**src/rtl/delay_arb_pkg.sv**
```systemverilog
// Shared types, defaults and round-robin helper for delay_arbiter.
// Supports up to MAX_REQ requesters; indices are 3 bits wide.
package delay_arb_pkg;

  typedef enum logic [1:0] {
    IDLE = 2'd0,
    RUN  = 2'd1,
    DONE = 2'd2
  } state_t;

  localparam int DEF_NREQ  = 4;
  localparam int DEF_N     = 400000;
  localparam int DEF_CBITS = 19;
  localparam int MAX_REQ   = 8;

  // First set request at or after ptr, wrapping at nreq.
  // Returns ptr when no request is set.
  function automatic logic [2:0] next_rr(
    input logic [2:0] ptr,
    input logic [7:0] req,
    input int         nreq
  );
    logic [2:0] w;
    logic       f;
    int         idx;
    w = ptr;
    f = 1'b0;
    for (int k = 0; k < MAX_REQ; k++) begin
      idx = int'(ptr) + k;
      if (idx >= nreq) idx = idx - nreq;
      if (!f && (k < nreq) && req[idx[2:0]]) begin
        w = idx[2:0];
        f = 1'b1;
      end
    end
    return w;
  endfunction

endpackage

```
**src/rtl/delay_arbiter_rr_pick.sv**
```systemverilog
// Combinational round-robin selector.
// Ports: i_req, i_ptr in; o_onehot, o_idx, o_valid out.
module rr_pick
  import delay_arb_pkg::*;
#(
  parameter int NREQ = DEF_NREQ
) (
  input  logic [NREQ-1:0] i_req,
  input  logic [2:0]      i_ptr,
  output logic [NREQ-1:0] o_onehot,
  output logic [2:0]      o_idx,
  output logic            o_valid
);

  logic [7:0] w_req8;

  always_comb begin
    w_req8 = '0;
    w_req8[NREQ-1:0] = i_req;
  end

  assign o_valid  = |i_req;
  assign o_idx    = next_rr(i_ptr, w_req8, NREQ);
  assign o_onehot = o_valid ? (NREQ'(1) << o_idx) : '0;

endmodule

```
**src/rtl/delay_arbiter.sv**
```systemverilog
// Round-robin owner of one shared N-cycle delay timer.
// Ports: clk, rst_n, req in; grant, done, busy, err out. Macro: DELAY_ARB_PROPS_EN.
module delay_arbiter
  import delay_arb_pkg::*;
#(
  parameter int NREQ  = DEF_NREQ,
  parameter int N     = DEF_N,
  parameter int CBITS = DEF_CBITS
) (
  input  logic            clk,
  input  logic            rst_n,
  input  logic [NREQ-1:0] req,
  output logic [NREQ-1:0] grant,
  output logic [NREQ-1:0] done,
  output logic            busy,
  output logic            err
);

  state_t            r_state;
  logic [CBITS-1:0]  r_cnt;
  logic [2:0]        r_owner;
  logic [2:0]        r_rr_ptr;
  logic [NREQ-1:0]   r_grant;
  logic [NREQ-1:0]   r_done;
  logic              r_err;

  logic [7:0]        w_req8;
  logic [NREQ-1:0]   w_pick;
  logic [2:0]        w_win;
  logic              w_valid;
  logic [2:0]        w_nxt;
  logic              w_bad;

  always_comb begin
    w_req8 = '0;
    w_req8[NREQ-1:0] = req;
  end

  rr_pick #(.NREQ(NREQ)) u_pick (
    .i_req    (req),
    .i_ptr    (r_rr_ptr),
    .o_onehot (w_pick),
    .o_idx    (w_win),
    .o_valid  (w_valid)
  );

  assign w_nxt = (r_owner == 3'(NREQ-1)) ? 3'd0
                                         : r_owner + 3'd1;

  // Overrun of the terminal count or more than one grant bit.
  assign w_bad = (r_cnt > CBITS'(N)) |
                 (|(r_grant & (r_grant - NREQ'(1))));

  always_ff @(posedge clk or negedge rst_n) begin
    if (!rst_n) begin
      r_state  <= IDLE;
      r_cnt    <= '0;
      r_owner  <= '0;
      r_rr_ptr <= '0;
      r_grant  <= '0;
      r_done   <= '0;
      r_err    <= 1'b0;
    end else begin
      r_done <= '0;
      r_err  <= r_err | w_bad;
      unique case (r_state)
        IDLE: begin
          if (w_valid) begin
            r_grant <= w_pick;
            r_owner <= w_win;
            r_cnt   <= '0;
            r_state <= RUN;
          end
        end
        RUN: begin
          if (!w_req8[r_owner]) begin
            r_grant  <= '0;
            r_cnt    <= '0;
            r_rr_ptr <= w_nxt;
            r_state  <= IDLE;
          end else if (r_cnt == CBITS'(N)) begin
            // done pulses during the DONE cycle
            r_done  <= r_grant;
            r_state <= DONE;
          end else begin
            r_cnt <= r_cnt + CBITS'(1);
          end
        end
        DONE: begin
          r_grant  <= '0;
          r_cnt    <= '0;
          r_rr_ptr <= w_nxt;
          r_state  <= IDLE;
        end
        default: r_state <= IDLE;
      endcase
    end
  end

  assign grant = r_grant;
  assign done  = r_done;
  assign busy  = (r_state != IDLE);
  assign err   = r_err;

`ifdef DELAY_ARB_PROPS_EN
  p_safe: assert property (
    @(posedge clk) disable iff (!rst_n) ##1 !err);

  p_onehot: assert property (
    @(posedge clk) disable iff (!rst_n) $onehot0(grant));

  for (genvar i = 0; i < NREQ; i++) begin : g_live
    f_hold: assume property (
      @(posedge clk) disable iff (!rst_n)
      req[i] && !done[i] |=> req[i]);
    p_live: assert property (
      @(posedge clk) disable iff (!rst_n)
      req[i] |-> s_eventually done[i]);
  end
`endif

endmodule

```
**config.mk**
```make
export PLATFORM = sky130hd
export DESIGN_NAME = delay_arbiter
export DESIGN_NICKNAME = d
export VERILOG_FILES = /design/src/rtl/delay_arb_pkg.sv /design/src/rtl/delay_arbiter_rr_pick.sv /design/src/rtl/delay_arbiter.sv
export SDC_FILE = /design/constraint.sdc
export NUM_CORES = 1
export LEC_CHECK = 0
export BUFFER_PORTS_ARGS = -buffer_cell sky130_fd_sc_hd__buf_2
export CORE_MARGIN = 2
export CORE_UTILIZATION = 40
export CTS_BUF_LIST = sky130_fd_sc_hd__clkbuf_4 sky130_fd_sc_hd__clkbuf_8
export DETAILED_ROUTE_END_ITERATION = 7
export GPL_TIMING_DRIVEN = 0
export PLACE_DENSITY = 0.65
export SYNTH_ARGS = -nofsm -noshare
export SYNTH_HDL_FRONTEND = slang
export SYNTH_SLANG_ARGS = --single-unit
```
**constraint.sdc**
```tcl
create_clock -name clk -period 2.3 [get_ports clk]
set_input_delay 0.46 -clock clk [delete_from_list [all_inputs] [get_ports clk]]
set_output_delay 0.46 -clock clk [all_outputs]
set_load 0.005 [all_outputs]
```
==> reports/qor.tcl <==
set qor(status) {complete, no violations}
set qor(antenna_violating_nets_post_route) 0
set qor(timing_worst_setup_path_type) {flop to flop}
set qor(timing.final.crit_period_ps) 2250
set qor(critical_path_sink_type) {flop}
set qor(cp.arrival_ps) 2430
set qor(drt-total-wl_um) 5170
set qor(final.setup.worst_slack_ps) 48.4
set qor(grt_max_degree) 37
set qor(clkLatencyLatePin_ps) 290
set qor(dp_slack_ps) -208
set qor(timing.hold.worst.class) {input port to asynchronous set/reset pin}
set qor(worst_hold_slack_ps) 251
set qor(grt_usage_pct) 17.5
set qor(antennaDiodeCount) 0
set qor(fin_skew_ps) 9.33
set qor(first_pass_grt_wire_length_um) 8780
set qor(most-common-layout-cells) {34 x sky130_fd_sc_hd__dfrtp_1, 25 x sky130_fd_sc_hd__nor2_1, 21 x sky130_fd_sc_hd__nand2_1}
set qor(grt_pass1_vias) 1883
set qor(cap_violations) 0
set qor(path_max_fanout) 4
set qor(hold_buffers) 0
set qor(routed_wire_length_per_instance_um) 14.8
set qor(design.portCount) 16
set qor(post_synth_inst_count) 239
set qor(timing_hold_violations_final) 0
set qor(setup_tns_ps) 0
set qor(synth_area_um2) 2260
set qor(maxSlewViolCount) 0
set qor(syn_nets) 253
set qor(worst_setup_path_startpoint) {r_rr_ptr[0]}
set qor(final_layout_size_suffix_gt1_share_pct) 31.2
set qor(clock_slew_at_reported_path_ffs_ps) 80
set qor(syn_area_per_cell_um2) 9.44
set qor(place_congestion) 0.807
set qor(total_number_of_h_tree_levels) 2
set qor(powerDensity_nw_per_um2) 1080
set qor(hpwl_after_dpl_um) 3420
set qor(synth-main-ff-cell) {sky130_fd_sc_hd__dfrtp_1}
set qor(groute.layer.met1.usage_pct) 22.8
set qor(ir_drop_uv) 868
set qor(post_drt_via_cell_ratio) 5.50
set qor(post-route-period-util_pct) 97.9
set qor(synth-seq-cells) 36
set qor(clock.fmax_mhz) 444
set qor(worst_pin_slew_ps) 792
set qor(initial_core_util_pct) 41.2
set qor(placement_rows) 27
set qor(layout_commonest_cell) {sky130_fd_sc_hd__dfrtp_1}
set qor(ys_seq_area_share_pct) 39.9
set qor(use_met2_pct) 29.7
set qor(die_y_um) 79.1
set qor(detailedRoute.firstIterationViolations) 87
set qor(global_route.peak_usage_layer) {met2}
set qor(post_synth_edffs) 0
set qor(total_die_area_um2) 6260
set qor(buffer_ports.inserted) 15
set qor(fp.dieW_um) 79.1
set qor(synth_cell_types) 53
set qor(detail_route.first_pass.iterations) 4
set qor(post-synth-top-area-cell) {sky130_fd_sc_hd__dfrtp_1}
set qor(async_reset_ff_share_pct) 100
set qor(clock_path_buffers) 2
set qor(cp.required_ps) 2480
set qor(power.leakage_nw) 1.16
set qor(drc_errors) 0
set qor(worstSetupStartpointType) {flop}
set qor(layout.core_utilization_pct) 51.8
set qor(netlist_top_cells_area) {sky130_fd_sc_hd__dfrtp_1 40%, sky130_fd_sc_hd__ha_1 4.4%, sky130_fd_sc_hd__nor2_1 4.3%}
set qor(timing.max_slew.rel_slack_pct) 47.2
set qor(num_vias) 1913
set qor(net_count_reported_at_finish) 289
set qor(cts_num_sinks) 36
set qor(floorplan.core_area_um2) 5470
set qor(synth-warning-count) 0
set qor(overflow) 0
set qor(synthToLayoutAreaGrowth_pct) 25.6
set qor(clock_tree.root_cell) {sky130_fd_sc_hd__clkbuf_8}
set qor(unrepaired_setup_endpoints_after_global_routing) {yes}
set qor(synthDominantCellAreaShare_pct) 39.9
set qor(grt_antenna_before_repair) 0
set qor(startpoint_of_the_worst_register_to_register_path) {r_rr_ptr[0]}
set qor(met3_usage_pct) 2.73
set qor(clock_tree_from_tritoncts) {done}
set qor(cts_buffers) 5
set qor(timing.final.setup_violations) 0
==> layout make-up <==
type	instances	area, µm²
Inverter	14	57.6
Timing Repair Buffer	31	224
Multi-Input combinational cell	179	1370
Fill cell	496	2640
Buffer	8	80.1
Tap cell	72	90.1
Clock buffer	5	68.8
Clock inverter	3	42.5
Sequential cell	36	903
==> metrics by stage <==
stage | area [µm²] | total power [mW] | cells
after floorplan | 2260 | 1.75 | 239
after global placement | 2430 | 2.01 | 326
after detailed placement | 2430 | 2.03 | 326
after CTS | 2650 | 2.81 | 343
after global routing | 2840 | 3.28 | 348
final | 2840 | 3.07 | 348
==> logic make-up (layout without fill, tap and decap cells) <==
family,after synthesis,after routing,share of synthesized area (%)
AOI/OAI and AO/OA,40,40,12.1
adders and majority gates,9,9,4.88
buffers and inverters,24,61,4.71
DFF,36,36,39.9
and+or+nand+nor,102,102,24.2
xor gates and xnor gates,12,12,4.66
muxes,16,16,9.48
==> report_power, final <==
part	total (mW)	leakage, nW	internal, mW	switching, mW
logic	1.71	0.628	0.898	0.809
registers	0.805	0.483	0.724	0.0807
clock network	0.555	0.0541	0.321	0.234
total	3.07	1.16	1.94	1.12
==> cells in the mapped netlist, types with 2 or more instances <==
cell type / number
sky130_fd_sc_hd__mux4_2: 2
sky130_fd_sc_hd__and2_1: 4
sky130_fd_sc_hd__mux2i_1: 3
sky130_fd_sc_hd__nor2_1: 26
sky130_fd_sc_hd__or3_1: 5
sky130_fd_sc_hd__mux2_1: 2
sky130_fd_sc_hd__xor2_1: 11
sky130_fd_sc_hd__nand2b_1: 2
sky130_fd_sc_hd__ha_1: 8
sky130_fd_sc_hd__mux2_2: 8
sky130_fd_sc_hd__inv_1: 14
sky130_fd_sc_hd__nand2_1: 21
sky130_fd_sc_hd__buf_4: 2
sky130_fd_sc_hd__nor4_1: 3
sky130_fd_sc_hd__and4_1: 2
sky130_fd_sc_hd__o211ai_1: 4
sky130_fd_sc_hd__nand3_1: 14
sky130_fd_sc_hd__a21oi_1: 8
sky130_fd_sc_hd__nand4_1: 10
sky130_fd_sc_hd__o21ai_1: 2
sky130_fd_sc_hd__a22o_1: 4
sky130_fd_sc_hd__dfrtp_1: 36
sky130_fd_sc_hd__nor3_1: 3
sky130_fd_sc_hd__o21ai_0: 10
sky130_fd_sc_hd__clkbuf_1: 6
sky130_fd_sc_hd__nor2b_1: 2
==> final timing paths <==
check                                   to  slack, ps  cells past startpoint
max in group asynchronous       r_owner[0]       1500                      1
worst min-delay path              r_cnt[1]        250                      1
worst min register to register         err        470                      1
worst max register to register    grant[1]         50                      6
min in group clk                       err        470                      1
worst max-delay path              grant[1]         50                      6
==> timing repair <==
item,4_1_cts,5_1_grt
buffers inserted,9,6
pin swaps,1,16
cloned,0,1
setup endpoints to repair,19,23
resized for setup,9,35
==> critical path, cell delays in order (launching register included) <==
cell                      delay (ps)
sky130_fd_sc_hd__dfrtp_2         390
sky130_fd_sc_hd__buf_6           110
sky130_fd_sc_hd__mux4_2          550
sky130_fd_sc_hd__a221o_1         340
sky130_fd_sc_hd__or3_4           380
sky130_fd_sc_hd__and3_4          190
sky130_fd_sc_hd__a22o_1          190
==> metal layers <==
metal	wire, µm	part of all wire (%)
met5	0	0
met3	95	1.8
met2	2630	51
met4	66	1.3
met1	2370	46
==> state kept, by name (all words and copies together), names as in the netlist <==
name      cells
r_state       2
r_cnt        19
err           1
grant         4
r_owner       3
done          4
r_rr_ptr      3
Note: power is estimated with default switching activity, not from simulation.
